$ cat src/rtl/wb_stage.sv
// Write-back stage: retires MEM results into the register file and CSR file,
// commits exceptions/ERTN, sequences TLB operations and raises pipeline flushes.
module wb_stage #(
    parameter int ZIP_W       = 207,
    parameter int TLB_TIMEOUT = 0
) (
    input  logic              clk,
    input  logic              resetn,

    input  logic              mem_to_wb_valid,
    input  logic [ZIP_W-1:0]  mem_to_wb_zip,
    output logic              wb_allowin,

    output logic              rf_we,
    output logic [4:0]        rf_waddr,
    output logic [31:0]       rf_wdata,
    output logic [38:0]       wb_rf_zip,

    output logic              csr_re,
    output logic [13:0]       csr_num,
    input  logic [31:0]       csr_rvalue,
    output logic              csr_we,
    output logic [31:0]       csr_wmask,
    output logic [31:0]       csr_wvalue,

    output logic              wb_ex,
    output logic [5:0]        wb_ecode,
    output logic [8:0]        wb_esubcode,
    output logic [31:0]       wb_pc,
    output logic [31:0]       wb_vaddr,
    output logic              ertn_flush,
    input  logic [31:0]       ex_entry,
    input  logic [31:0]       era,

    output logic              flush,
    output logic [31:0]       flush_pc,

    output logic              tlb_req,
    output logic [2:0]        tlb_op_o,
    output logic [4:0]        invtlb_op_o,
    input  logic              tlb_done,

    output logic              wb_ex_fwd,

    output logic [31:0]       debug_wb_pc,
    output logic [3:0]        debug_wb_rf_we,
    output logic [4:0]        debug_wb_rf_wnum,
    output logic [31:0]       debug_wb_rf_wdata
);

    // Field positions inside the MEM->WB bundle, counted from bit 0.
    localparam int INVTLB_LSB = 0;
    localparam int TLBOP_LSB  = 5;
    localparam int ERTN_BIT   = 8;
    localparam int ESUB_LSB   = 9;
    localparam int ECODE_LSB  = 18;
    localparam int EXV_BIT    = 24;
    localparam int VADDR_LSB  = 25;
    localparam int WVALUE_LSB = 57;
    localparam int WMASK_LSB  = 89;
    localparam int CSRNUM_LSB = 121;
    localparam int CSRWE_BIT  = 135;
    localparam int CSRRD_BIT  = 136;
    localparam int PC_LSB     = 137;
    localparam int WDATA_LSB  = 169;
    localparam int WADDR_LSB  = 201;
    localparam int RFWE_BIT   = 206;

    localparam int CNT_W = (TLB_TIMEOUT > 1) ? $clog2(TLB_TIMEOUT) : 1;
    localparam logic [CNT_W-1:0] CNT_LAST = CNT_W'((TLB_TIMEOUT > 0) ? TLB_TIMEOUT - 1 : 0);

    typedef enum logic {
        IDLE,
        TLB_WAIT
    } state_t;

    state_t           state, state_nxt;
    logic [CNT_W-1:0] tlb_cnt;
    logic             wb_valid;

    logic        rf_we_r;
    logic [4:0]  rf_waddr_r;
    logic [31:0] rf_wdata_r;
    logic [31:0] pc_r;
    logic        csr_read_r;
    logic        csr_we_r;
    logic [13:0] csr_num_r;
    logic [31:0] csr_wmask_r;
    logic [31:0] csr_wvalue_r;
    logic [31:0] vaddr_r;
    logic        ex_valid_r;
    logic [5:0]  ecode_r;
    logic [8:0]  esubcode_r;
    logic        is_ertn_r;
    logic [2:0]  tlb_op_r;
    logic [4:0]  invtlb_op_r;

    logic        wb_live;
    logic        tlb_op_active;
    logic        timeout_hit;
    logic        tlb_finish;
    logic        ready_go;
    logic        retire;
    logic        commit_ok;
    logic        refetch;
    logic        csr_refetch;
    logic [31:0] final_wdata;
    logic        load_zip;

    // Reset masks the held instruction so nothing commits while resetn is low.
    assign wb_live       = wb_valid & resetn;
    assign tlb_op_active = (tlb_op_r >= 3'd1) && (tlb_op_r <= 3'd5);
    assign timeout_hit   = (TLB_TIMEOUT != 0) && (state == TLB_WAIT) && (tlb_cnt == CNT_LAST);
    assign tlb_finish    = (state == TLB_WAIT) && (tlb_done || timeout_hit);
    assign ready_go      = ex_valid_r | is_ertn_r | ~tlb_op_active | tlb_finish;
    assign wb_allowin    = ~wb_live | ready_go;
    assign retire        = wb_live & ready_go;
    assign commit_ok     = retire & ~ex_valid_r & ~is_ertn_r;
    assign load_zip      = mem_to_wb_valid & wb_allowin & ~flush;

    // NOTE: control state uses non-blocking assignments so every flop samples
    // pre-edge values, independent of the order the blocks are evaluated.
    always_ff @(posedge clk) begin
        if (!resetn) begin
            wb_valid <= 1'b0;
            state    <= IDLE;
            tlb_cnt  <= '0;
        end else begin
            state <= state_nxt;
            if (flush)
                wb_valid <= 1'b0;
            else if (wb_allowin)
                wb_valid <= mem_to_wb_valid;
            if (state != TLB_WAIT)
                tlb_cnt <= '0;
            else if (TLB_TIMEOUT != 0 && !timeout_hit)
                tlb_cnt <= tlb_cnt + CNT_W'(1);
        end
    end

    // NOTE: payload registers are deliberately not reset; every consumer is
    // qualified by wb_valid, so their power-up contents are never observed.
    always_ff @(posedge clk) begin
        if (load_zip) begin
            rf_we_r      <= mem_to_wb_zip[RFWE_BIT];
            rf_waddr_r   <= mem_to_wb_zip[WADDR_LSB +: 5];
            rf_wdata_r   <= mem_to_wb_zip[WDATA_LSB +: 32];
            pc_r         <= mem_to_wb_zip[PC_LSB +: 32];
            csr_read_r   <= mem_to_wb_zip[CSRRD_BIT];
            csr_we_r     <= mem_to_wb_zip[CSRWE_BIT];
            csr_num_r    <= mem_to_wb_zip[CSRNUM_LSB +: 14];
            csr_wmask_r  <= mem_to_wb_zip[WMASK_LSB +: 32];
            csr_wvalue_r <= mem_to_wb_zip[WVALUE_LSB +: 32];
            vaddr_r      <= mem_to_wb_zip[VADDR_LSB +: 32];
            ex_valid_r   <= mem_to_wb_zip[EXV_BIT];
            ecode_r      <= mem_to_wb_zip[ECODE_LSB +: 6];
            esubcode_r   <= mem_to_wb_zip[ESUB_LSB +: 9];
            is_ertn_r    <= mem_to_wb_zip[ERTN_BIT];
            tlb_op_r     <= mem_to_wb_zip[TLBOP_LSB +: 3];
            invtlb_op_r  <= mem_to_wb_zip[INVTLB_LSB +: 5];
        end
    end

    // NOTE: the default assignment up front keeps this block latch-free.
    always_comb begin
        state_nxt = state;
        case (state)
            IDLE:     if (wb_live && tlb_op_active && !ex_valid_r && !is_ertn_r)
                          state_nxt = TLB_WAIT;
            TLB_WAIT: if (tlb_done || timeout_hit)
                          state_nxt = IDLE;
            default:  state_nxt = IDLE;
        endcase
    end

    // Writes to these CSRs change translation or interrupt state, so the
    // following instructions must be refetched.
    assign csr_refetch = csr_we_r && (csr_num_r == 14'h000 || csr_num_r == 14'h018 ||
                                      csr_num_r == 14'h180 || csr_num_r == 14'h181);
    assign refetch     = commit_ok & ((tlb_op_r >= 3'd3 && tlb_op_r <= 3'd5) | csr_refetch);

    assign final_wdata = csr_read_r ? csr_rvalue : rf_wdata_r;

    assign rf_we      = commit_ok & rf_we_r;
    assign rf_waddr   = rf_waddr_r;
    assign rf_wdata   = final_wdata;
    assign wb_rf_zip  = {wb_live & csr_read_r, wb_live & rf_we_r, rf_waddr_r, final_wdata};

    assign csr_re     = wb_live & csr_read_r;
    assign csr_num    = csr_num_r;
    assign csr_we     = commit_ok & csr_we_r;
    assign csr_wmask  = csr_wmask_r;
    assign csr_wvalue = csr_wvalue_r;

    assign wb_ex       = retire & ex_valid_r;
    assign wb_ecode    = ecode_r;
    assign wb_esubcode = esubcode_r;
    assign wb_pc       = pc_r;
    assign wb_vaddr    = vaddr_r;
    assign ertn_flush  = retire & is_ertn_r & ~ex_valid_r;

    assign flush    = wb_ex | ertn_flush | refetch;
    assign flush_pc = wb_ex ? ex_entry : (ertn_flush ? era : pc_r + 32'd4);

    assign tlb_req     = (state == TLB_WAIT);
    assign tlb_op_o    = tlb_op_r;
    assign invtlb_op_o = invtlb_op_r;

    assign wb_ex_fwd = wb_live & (ex_valid_r | is_ertn_r);

    assign debug_wb_pc       = pc_r;
    assign debug_wb_rf_we    = {4{rf_we}};
    assign debug_wb_rf_wnum  = rf_waddr;
    assign debug_wb_rf_wdata = rf_wdata;

endmodule
$ cat config.mk
export PLATFORM = sky130hd
export DESIGN_NAME = wb_stage
export DESIGN_NICKNAME = d
export VERILOG_FILES = /design/src/rtl/wb_stage.sv
export SDC_FILE = /design/constraint.sdc
export NUM_CORES = 1
export LEC_CHECK = 0
export BUFFER_PORTS_ARGS = -buffer_cell sky130_fd_sc_hd__buf_2
export CAP_MARGIN = 40
export CORE_AREA = 8 8 251 253
export DETAILED_ROUTE_END_ITERATION = 10
export DIE_AREA = 0 0 259 261
export PLACE_DENSITY_LB_ADDON = 0.1
export SLEW_MARGIN = 0
export SYNTH_ARGS = -nofsm -noshare
export SYNTH_HDL_FRONTEND = slang
export SYNTH_SLANG_ARGS = --single-unit
$ cat constraint.sdc
create_clock -name clk -period 19.1 [get_ports clk]
set_input_delay 3.82 -clock clk [delete_from_list [all_inputs] [get_ports clk]]
set_output_delay 3.82 -clock clk [all_outputs]
set_load 0.1 [all_outputs]
# Word level (Yosys, flattened, before mapping)
# Cells that the tools add are included.
# word_totals
regBits	209
inputBits	307
out_inout_bits	355
# classes
addsub	1
order_cmp	3
n_eq_ne	3
muxes	6
bitwise_logic	29
reduce_logical	14
# op_table
op	count
32-bit two-way mux	3
32-bit by 3-bit adder with 32-bit output, second input constant	1
14-bit by 9-bit == test with 1-bit output, second input constant	2
1-bit AND	15
14-bit by 5-bit == test with 1-bit output, second input constant	1
14-bit logical NOT	1
1-bit logical AND	7
1-bit NOT	7
1-bit bitwise OR	7
3-bit by 1-bit >= comparator with 1-bit output, second input constant	1
3-bit by 2-bit >= comparator with 1-bit output, second input constant	1
3-bit less-or-equal comparator, second input constant	1
1-bit logical OR	3
1-bit logical NOT	2
1-bit two-way mux	2
1-bit one-hot mux with 2 select lines	1
2-bit OR reduction	1

# Depth between registers and ports, before layout
# Gate-level depths: netlist of run 1.
# logic_depth
word_depth	12
depth_mapped	7

# Least setup slack after synthesis of run 1
# OpenSTA, ideal clock, no wires.
# synth_path
path_type	input-to-reg
from	input port resetn
to	register csr_num_r[0], in the netlist csr_num[0] (enable)
setup_ps	1093
arrival_ps	19171
slack_ps	-1164
path_stages	4
n_path_buf	2
path_cell_list	and2_1 -> clkbuf_1 -> buf_1 -> a21boi_0
# synth_between
elab_chain_cells	8
word_cells_on_any_way	15
classes_between	bitwise: 15
# synth_lines
item	line	rtl
start, declared	8	input logic resetn,
1-bit AND (*)	111	assign wb_live = wb_valid & resetn;
1-bit AND	117	assign retire = wb_live & ready_go;
1-bit AND, on equally long branches (2 in a row)	200, 118	
1-bit bitwise OR or 1-bit AND (tied branches)	202, 180	
1-bit bitwise OR	202	assign flush = wb_ex | ertn_flush | refetch;
1-bit NOT	119	assign load_zip = mem_to_wb_valid & wb_allowin & ~flush;
1-bit AND (*)	119	
named net load_zip	108	logic load_zip;
end signal, assigned	151	csr_num_r <= mem_to_wb_zip[CSRNUM_LSB +: 14];
end, declared	87	logic [13:0] csr_num_r;
# The timed path passes the listed nets; every way through them passes the cells marked *.
# A chain may end at the register's enable or synchronous reset.

# Worst setup path after layout of run 1
# layout_path
from	input port resetn
to	output port flush_pc[15]
# layout_between
elab_chain_cells	6
word_cells_on_any_way	7
classes_between	mux: 2; bitwise: 5
# layout_lines
item	line	rtl
1-bit AND (*)	111	
1-bit AND (*)	117	
1-bit AND (2 in a row)	200	assign ertn_flush = retire & is_ertn_r & ~ex_valid_r;
32-bit two-way mux	203	assign flush_pc = wb_ex ? ex_entry : (ertn_flush ? era : pc_r + 32'd4);
32-bit two-way mux (*)	203	
end, declared	36	output logic [31:0] flush_pc,
# Mark *: on every way between the ends. The rest lies on a longest branch, timed or not.

==> metrics.md, run 1 <==
| Metric | Value |
|---|---|
| P_int | `0.0009260 W` |
| WHS | `0.5328 ns` |
| Nets | `1477` |
| Post-route non-filler standard cell count | `1977` |
| Io pins | `662` |
| Final setup TNS | `0 ns` |
| Max_slew headroom | `53.62%` |
| Layout cells sized above 1 | `63.56%` |
| Overflow after GRT | `0` |
| DR vias | `7006` |
| H-tree depth | `1` |
| Switching share of power | `41.80%` |
| Clock sink total | `209` |
| Yosys warns | `0` |
| Max IR drop VDD | `0.00006754 V` |
| Clock transition at path regs | `0.06 ns` |
| Fmax | `99.07 MHz` |
| Kind of critical path | `in -> out` |
| Max-cap viol count | `0` |
| Vias per inst | `3.544` |
| Top area cells in the synthesized netlist | `edfxtp_1 (70%), buf_4 (9.4%), mux2_2 (4.1%)` |
| Commonest cells in the netlist | `edfxtp_1 (207), buf_4 (111), mux2_2 (32)` |
| Crit start category | `primary input` |
| Std-Cell Rows | `90` |
| Setup crit end kind | `primary output` |
| DR iter-0 viols | `301` |
| Routed wire length | `39810 um` |
| Number of remaining DRC errors | `0` |
| CP dominant cell by count | `buf_2` |
| Distinct cells, synth | `45` |
| Clock network fraction of total power | `33.0%` |
| Syn nets | `906` |
| Worst path max stage delay | `0.61 ns` |
| Endpoints failing hold | `0` |
| Reg power frac | `34.9%` |
| Cells after Synth | `598` |
| Post-synth EDFFs | `207` |
| Period utilisation layout | `52.85%` |
| Clk_lat worst skew | `0.55 ns` |
| First-pass DRT Iterations | `4` |
| Worst Skew | `0.02382 ns` |
| Met2 usage | `19.64%` |
| Die Span Y | `261 um` |
| Final Wtd Congestion | `0.7736` |
| Main synth FF type | `edfxtp_1` |
| Fill cells | `6431` |
| Register area share after synthesis | `70.62%` |
| Hold-fix buffers at CTS | `0` |
| Fin crit period | `10.09 ns` |
| Register bit total from synthesis | `209` |
| Leakage | `5.726 nW` |
| Worst-path cell chain | `buf_2, and2_1, buf_4, nand3_1, inv_1, o22ai_1, o21ai_0, buf_2` |
| Count leader, synth | `edfxtp_1` |
| Starting density of the core | `14.93%` |
| Maximum fanout along the worst path | `22` |
| TritonCTS clock tree | `yes` |
| Comb power frac | `32.1%` |
| Post-DRT Antenna Nets | `0` |
| Maximum clock path buffer count | `3` |
| Pwr/cell area | `119.5 mW/mm^2` |
| Net Switching | `0.0006652 W` |
| Grt peak-use layer | `met2` |
| Mapped Avg Cell Area | `14.81 um^2` |
| Grt met1 use | `11.97%` |
| Slew at the pin closest to its max-slew limit | `0.6956 ns` |
| Width of the die | `259 um` |
| # port buffers | `661` |
| Setup bufs post-CTS | `0` |
| Placed insts | `1921` |
| DR WL/cell | `20.14 um` |
| Initial antenna violation count | `10` |
| Worst-path cell with the longest stage delay | `inv_1` |
| Hpwl dp | `32790 um` |
| CP arrival | `6.27 ns` |
| CTS Buf Count | `28` |
| First-pass GRT wire length | `55020 um` |
| Post-synth ARST share | `0%` |
| Die area | `0.06760 mm^2` |
| Max-slew violations | `0` |
| Mapped Area | `0.008858 mm^2` |
| Final Setup Violations | `0` |
| Status | `finished, final reports clean` |
| Synth top area share | `70.17%` |
| Largest net degree at the start of global routing | `57` |
| Vias in the first global route | `7690` |
| Layout area overhead | `50.27%` |
| HP Class | `reg -> reg` |
| Root buffer cell | `clkbuf_16` |
| Core box area | `0.05934 mm^2` |
| GRT Util Overall | `10.88%` |
| Met3 GRT Util | `4.258%` |
| Synth area leader | `edfxtp_1` |
| CP required | `15.28 ns` |
| Post-CTS Resized | `0` |
| RSZ-0062 raised after global routing | `no` |
-- state kept, by name (all words and copies together), names as in the netlist --
register	flops
debug_wb_rf_wnum	5
ex_valid_r	1
wb_ecode	6
tlb_op_o	3
debug_wb_pc	32
csr_read_r	1
csr_wmask	32
rf_we_r	1
csr_num	14
rf_wdata_r	32
wb_valid	1
tlb_req	1
wb_vaddr	32
invtlb_op_o	5
is_ertn_r	1
wb_esubcode	9
csr_wvalue	32
csr_we_r	1
-- cell type report --
cell class	instances	area (um^2)	area share, %
antenna	4	10.01	0.07520
clock buffer	31	733.2	5.508
clock inverter	21	192.7	1.448
inverter	10	37.54	0.2820
multi-input combinational	249	1670	12.55
sequential	209	6256	47.00
tap	782	978.4	7.350
timing repair buffer	671	3433	25.79
-- per-layer routing --
layer / share of wire (%) / vias to the layer above / routed length [um]
met5: 0.12 / - / 47
met1: 37 / 3343 / 14870
met4: 1.7 / 8 / 666
met2: 51 / 327 / 20480
met3: 9.4 / 43 / 3746
li1: - / 3285 / -
-- power groups by stage --
stage               logic (W)  registers (W)  clock network, W
detailed placement   0.000515       0.000566                 0
finish               0.000511       0.000555          0.000525
CTS                  0.000515       0.000557          0.000550
global placement     0.000515       0.000566                 0
floorplan            0.000278       0.000727                 0
global route         0.000525       0.000560          0.000564
-- cells in the final DEF, fill, tap and decap left out, types with 2 or more instances in the layout --
cell type	Yosys	final
nor3_1	8	8
a21oi_1	19	19
a221o_1	2	2
clkbuf_1	16	2
and4_1	3	3
o211ai_1	2	2
or2_2	2	2
nand4_1	11	11
o22ai_1	19	19
clkinv_1	0	3
clkinvlp_4	0	2
clkinv_2	0	10
mux2_2	32	32
o21ai_0	23	23
nor4_1	5	5
nand3_1	18	18
and3_1	4	4
xnor2_1	13	13
buf_2	1	661
xor2_1	15	15
inv_1	10	10
edfxtp_1	207	207
clkbuf_16	0	29
nand2_1	28	28
buf_4	111	6
clkinv_4	0	2
nor2_1	17	17
a22oi_1	7	7
diode_2	0	4
buf_16	0	2
bufinv_16	0	3
dfxtp_1	2	2
-- cells by family (layout without fill, tap and decap cells) --
logic type | count (synthesis) | after routing | share of synthesized area (%)
other | 0 | 4 | 0
and+or+nand+nor | 106 | 106 | 6.158
xor gates and xnor gates | 28 | 28 | 2.768
muxes | 33 | 33 | 4.181
buffers and inverters | 140 | 733 | 10.65
adders and majority gates | 1 | 1 | 0.1412
DFF | 209 | 209 | 70.62
AOI/OAI and AO/OA | 81 | 81 | 5.480
-- stage by stage --
stage          power, W  util [%]  setup WS (ns)  cell area, um^2
6_report       0.001591     22.43          9.006            13310
5_1_grt        0.001648     22.42          8.829            13300
4_1_cts        0.001622     22.41          9.017            13300
3_5_place_dp   0.001081     20.85          9.012            12380
3_3_place_gp   0.001081     20.72          8.713            12300
2_1_floorplan  0.001005         -          4.420             8859
-- worst paths after layout --
check,slack [ns],to,cells after the start,startpoint
max reg2reg,15.62,wb_ecode[2],7,is_ertn_r
min,0.53,wb_valid,2,wb_valid
min reg2reg,0.53,wb_valid,2,wb_valid
max,9.01,flush_pc[15],8,resetn
-- critical path: cells and delay by family --
| family | cells | cell delay [ns] |
|---|---|---|
| AND/OR/NAND/NOR | 2 | 0.62 |
| AO/OA/AOI/OAI | 2 | 0.36 |
| buffers and inverters | 4 | 1.45 |
(Power assumes the default switching activity.)
==> run 2: changes to the inputs <==
--- a/config.mk
+++ b/config.mk
@@ -7,9 +7,9 @@
 export LEC_CHECK = 0
 export BUFFER_PORTS_ARGS = -buffer_cell sky130_fd_sc_hd__buf_2
 export CAP_MARGIN = 40
-export CORE_AREA = 8 8 251 253
+export CORE_AREA = 8 8 252 254
 export DETAILED_ROUTE_END_ITERATION = 10
-export DIE_AREA = 0 0 259 261
+export DIE_AREA = 0 0 260 262
 export PLACE_DENSITY_LB_ADDON = 0.1
 export SLEW_MARGIN = 0
 export SYNTH_ARGS = -nofsm -noshare
==> constraint.sdc (replaced) <==
create_clock -name clk -period 10.5 [get_ports clk]
set_input_delay 2.1 -clock clk [delete_from_list [all_inputs] [get_ports clk]]
set_output_delay 2.1 -clock clk [all_outputs]
set_load 0.1 [all_outputs]
==> metrics.md, run 2 (synthesized netlist as in run 1, its figures left out) <==
| Metric | Value |
|---|---|
| Status | `finished, final reports clean` |
| Worst path max stage delay | `0.58 ns` |
| RSZ-0062 raised after global routing | `no` |
| Overflow after GRT | `0` |
| Fmax | `152.2 MHz` |
| Width of the die | `260 um` |
| Maximum clock path buffer count | `3` |
| Worst-path cell with the longest stage delay | `inv_1` |
| Pwr/cell area | `212.4 mW/mm^2` |
| Setup crit end kind | `primary output` |
| Number of remaining DRC errors | `0` |
| Routed wire length | `40740 um` |
| Period utilisation layout | `62.59%` |
| First-pass DRT Iterations | `5` |
| Final Wtd Congestion | `0.7886` |
| Slew at the pin closest to its max-slew limit | `0.7059 ns` |
| Post-DRT Antenna Nets | `0` |
| Kind of critical path | `in -> out` |
| Worst Skew | `0.01057 ns` |
| Max_slew headroom | `52.89%` |
| Die area | `0.06812 mm^2` |
| Clk_lat worst skew | `0.56 ns` |
| Clock network fraction of total power | `30.9%` |
| Max IR drop VDD | `0.0001151 V` |
| Vias per inst | `3.569` |
| Net Switching | `0.001202 W` |
| Starting density of the core | `14.87%` |
| GRT Util Overall | `11.01%` |
| Max-slew violations | `0` |
| TritonCTS clock tree | `yes` |
| Worst-path cell chain | `buf_2, and2_1, buf_4, nand3_1, inv_1, o22ai_1, o21ai_0, buf_2` |
| # port buffers | `661` |
| Layout cells sized above 1 | `63.10%` |
| Worst hold stages | `2` |
| Commonest non-fill, non-tap cell in the layout | `buf_2` |
| Switching share of power | `42.83%` |
| Largest net degree at the start of global routing | `61` |
| Most frequent cells in the layout | `buf_2 (661), edfxtp_1 (207), mux2_2 (32)` |
| DR iter-0 viols | `324` |
| Leakage | `5.676 nW` |
| Final setup TNS | `0 ns` |
| Comb power frac | `33.2%` |
| Hpwl dp | `33550 um` |
| DR vias | `7042` |
| Core box area | `0.05957 mm^2` |
| Layout area overhead | `49.21%` |
| Place WS | `3.953 ns` |
| Max-cap viol count | `0` |
| Post-CTS Resized | `0` |
| CP dominant cell by count | `buf_2` |
| Final WS setup | `3.928 ns` |
| First-pass GRT wire length | `55370 um` |
| Setup bufs post-CTS | `0` |
| Die Span Y | `262 um` |
| Worst r2r path cells | `8` |
| H-tree depth | `1` |
| Endpoints failing hold | `0` |
| Final Setup Violations | `0` |
| DR WL/cell | `20.65 um` |
| P_int | `0.001605 W` |
| Maximum fanout along the worst path | `22` |
| Vias in the first global route | `7728` |
| Reg power frac | `35.9%` |
| CTS Buf Count | `27` |
| HP Class | `reg -> reg` |
| Initial antenna violation count | `15` |
| Root buffer cell | `clkbuf_16` |
| CP required | `8.40 ns` |
| Nets | `1477` |
| Std-Cell Rows | `90` |
| Clock sink total | `209` |
| CP arrival | `4.47 ns` |
| Clock transition at path regs | `0.05 ns` |
| Fin crit period | `6.572 ns` |
| Crit start category | `primary input` |
| Io pins | `662` |
| Hold-fix buffers at CTS | `0` |
[run 2: path summary, 6_finish.rpt]
| path | from | endpoint | slack [ns] |
|---|---|---|---|
| worst max-delay path | resetn | flush_pc[13] | 3.93 |
| worst min-delay path | wb_valid | wb_valid | 0.53 |
| worst max register to register | is_ertn_r | wb_vaddr[5] | 6.81 |
| worst min register to register | wb_valid | wb_valid | 0.53 |
[run 2: power by group through the flow]
stage	logic, W	registers (W)	clock network, W
after floorplan	0.000506	0.00131	0
after global placement	0.000940	0.00103	0
after detailed placement	0.000942	0.00103	0
after CTS	0.000942	0.00101	0.000919
after global routing	0.000958	0.00102	0.000944
final	0.000933	0.00101	0.000866
[run 2: layout make-up]
class,instances,area (um^2)
fillers,6507,46350
flip-flops and latches,209,6256
repair buffers,672,3455
multi-input cells,249,1670
well taps,782,978.4
clock buffers,32,694.4
clock inverters,15,116.4
inverters,10,37.54
diodes,4,10.01
[run 2: critical path: cells and delay by family]
family                 cells  cell delay (ns)
buffers and inverters      4             1.44
AOI/OAI and AO/OA          2             0.33
and+or+nand+nor            2             0.58
[run 2: metrics by stage]
| stage | total power [W] | hold WS [ns] | instances | cell area [um^2] | util [%] |
|---|---|---|---|---|---|
| final | 0.002807 | 0.5317 | 1973 | 13220 | 22.19 |
| after global routing | 0.002918 | 0.5650 | 1970 | 13210 | 22.18 |
| after CTS | 0.002872 | 0.5325 | 1969 | 13210 | 22.17 |
| after detailed placement | 0.001969 | 0.5254 | 1922 | 12400 | 20.81 |
| after global placement | 0.001967 | 0.5306 | 1917 | 12300 | 20.64 |
| after floorplan | 0.001821 | 0.4788 | 598 | 8862 | - |
[run 2: routing by layer]
layer	wire length, um	track usage (%)
met3	4370	4.944
met2	21390	20.18
met4	937	2.858
met1	13950	11.27
met5	97	0
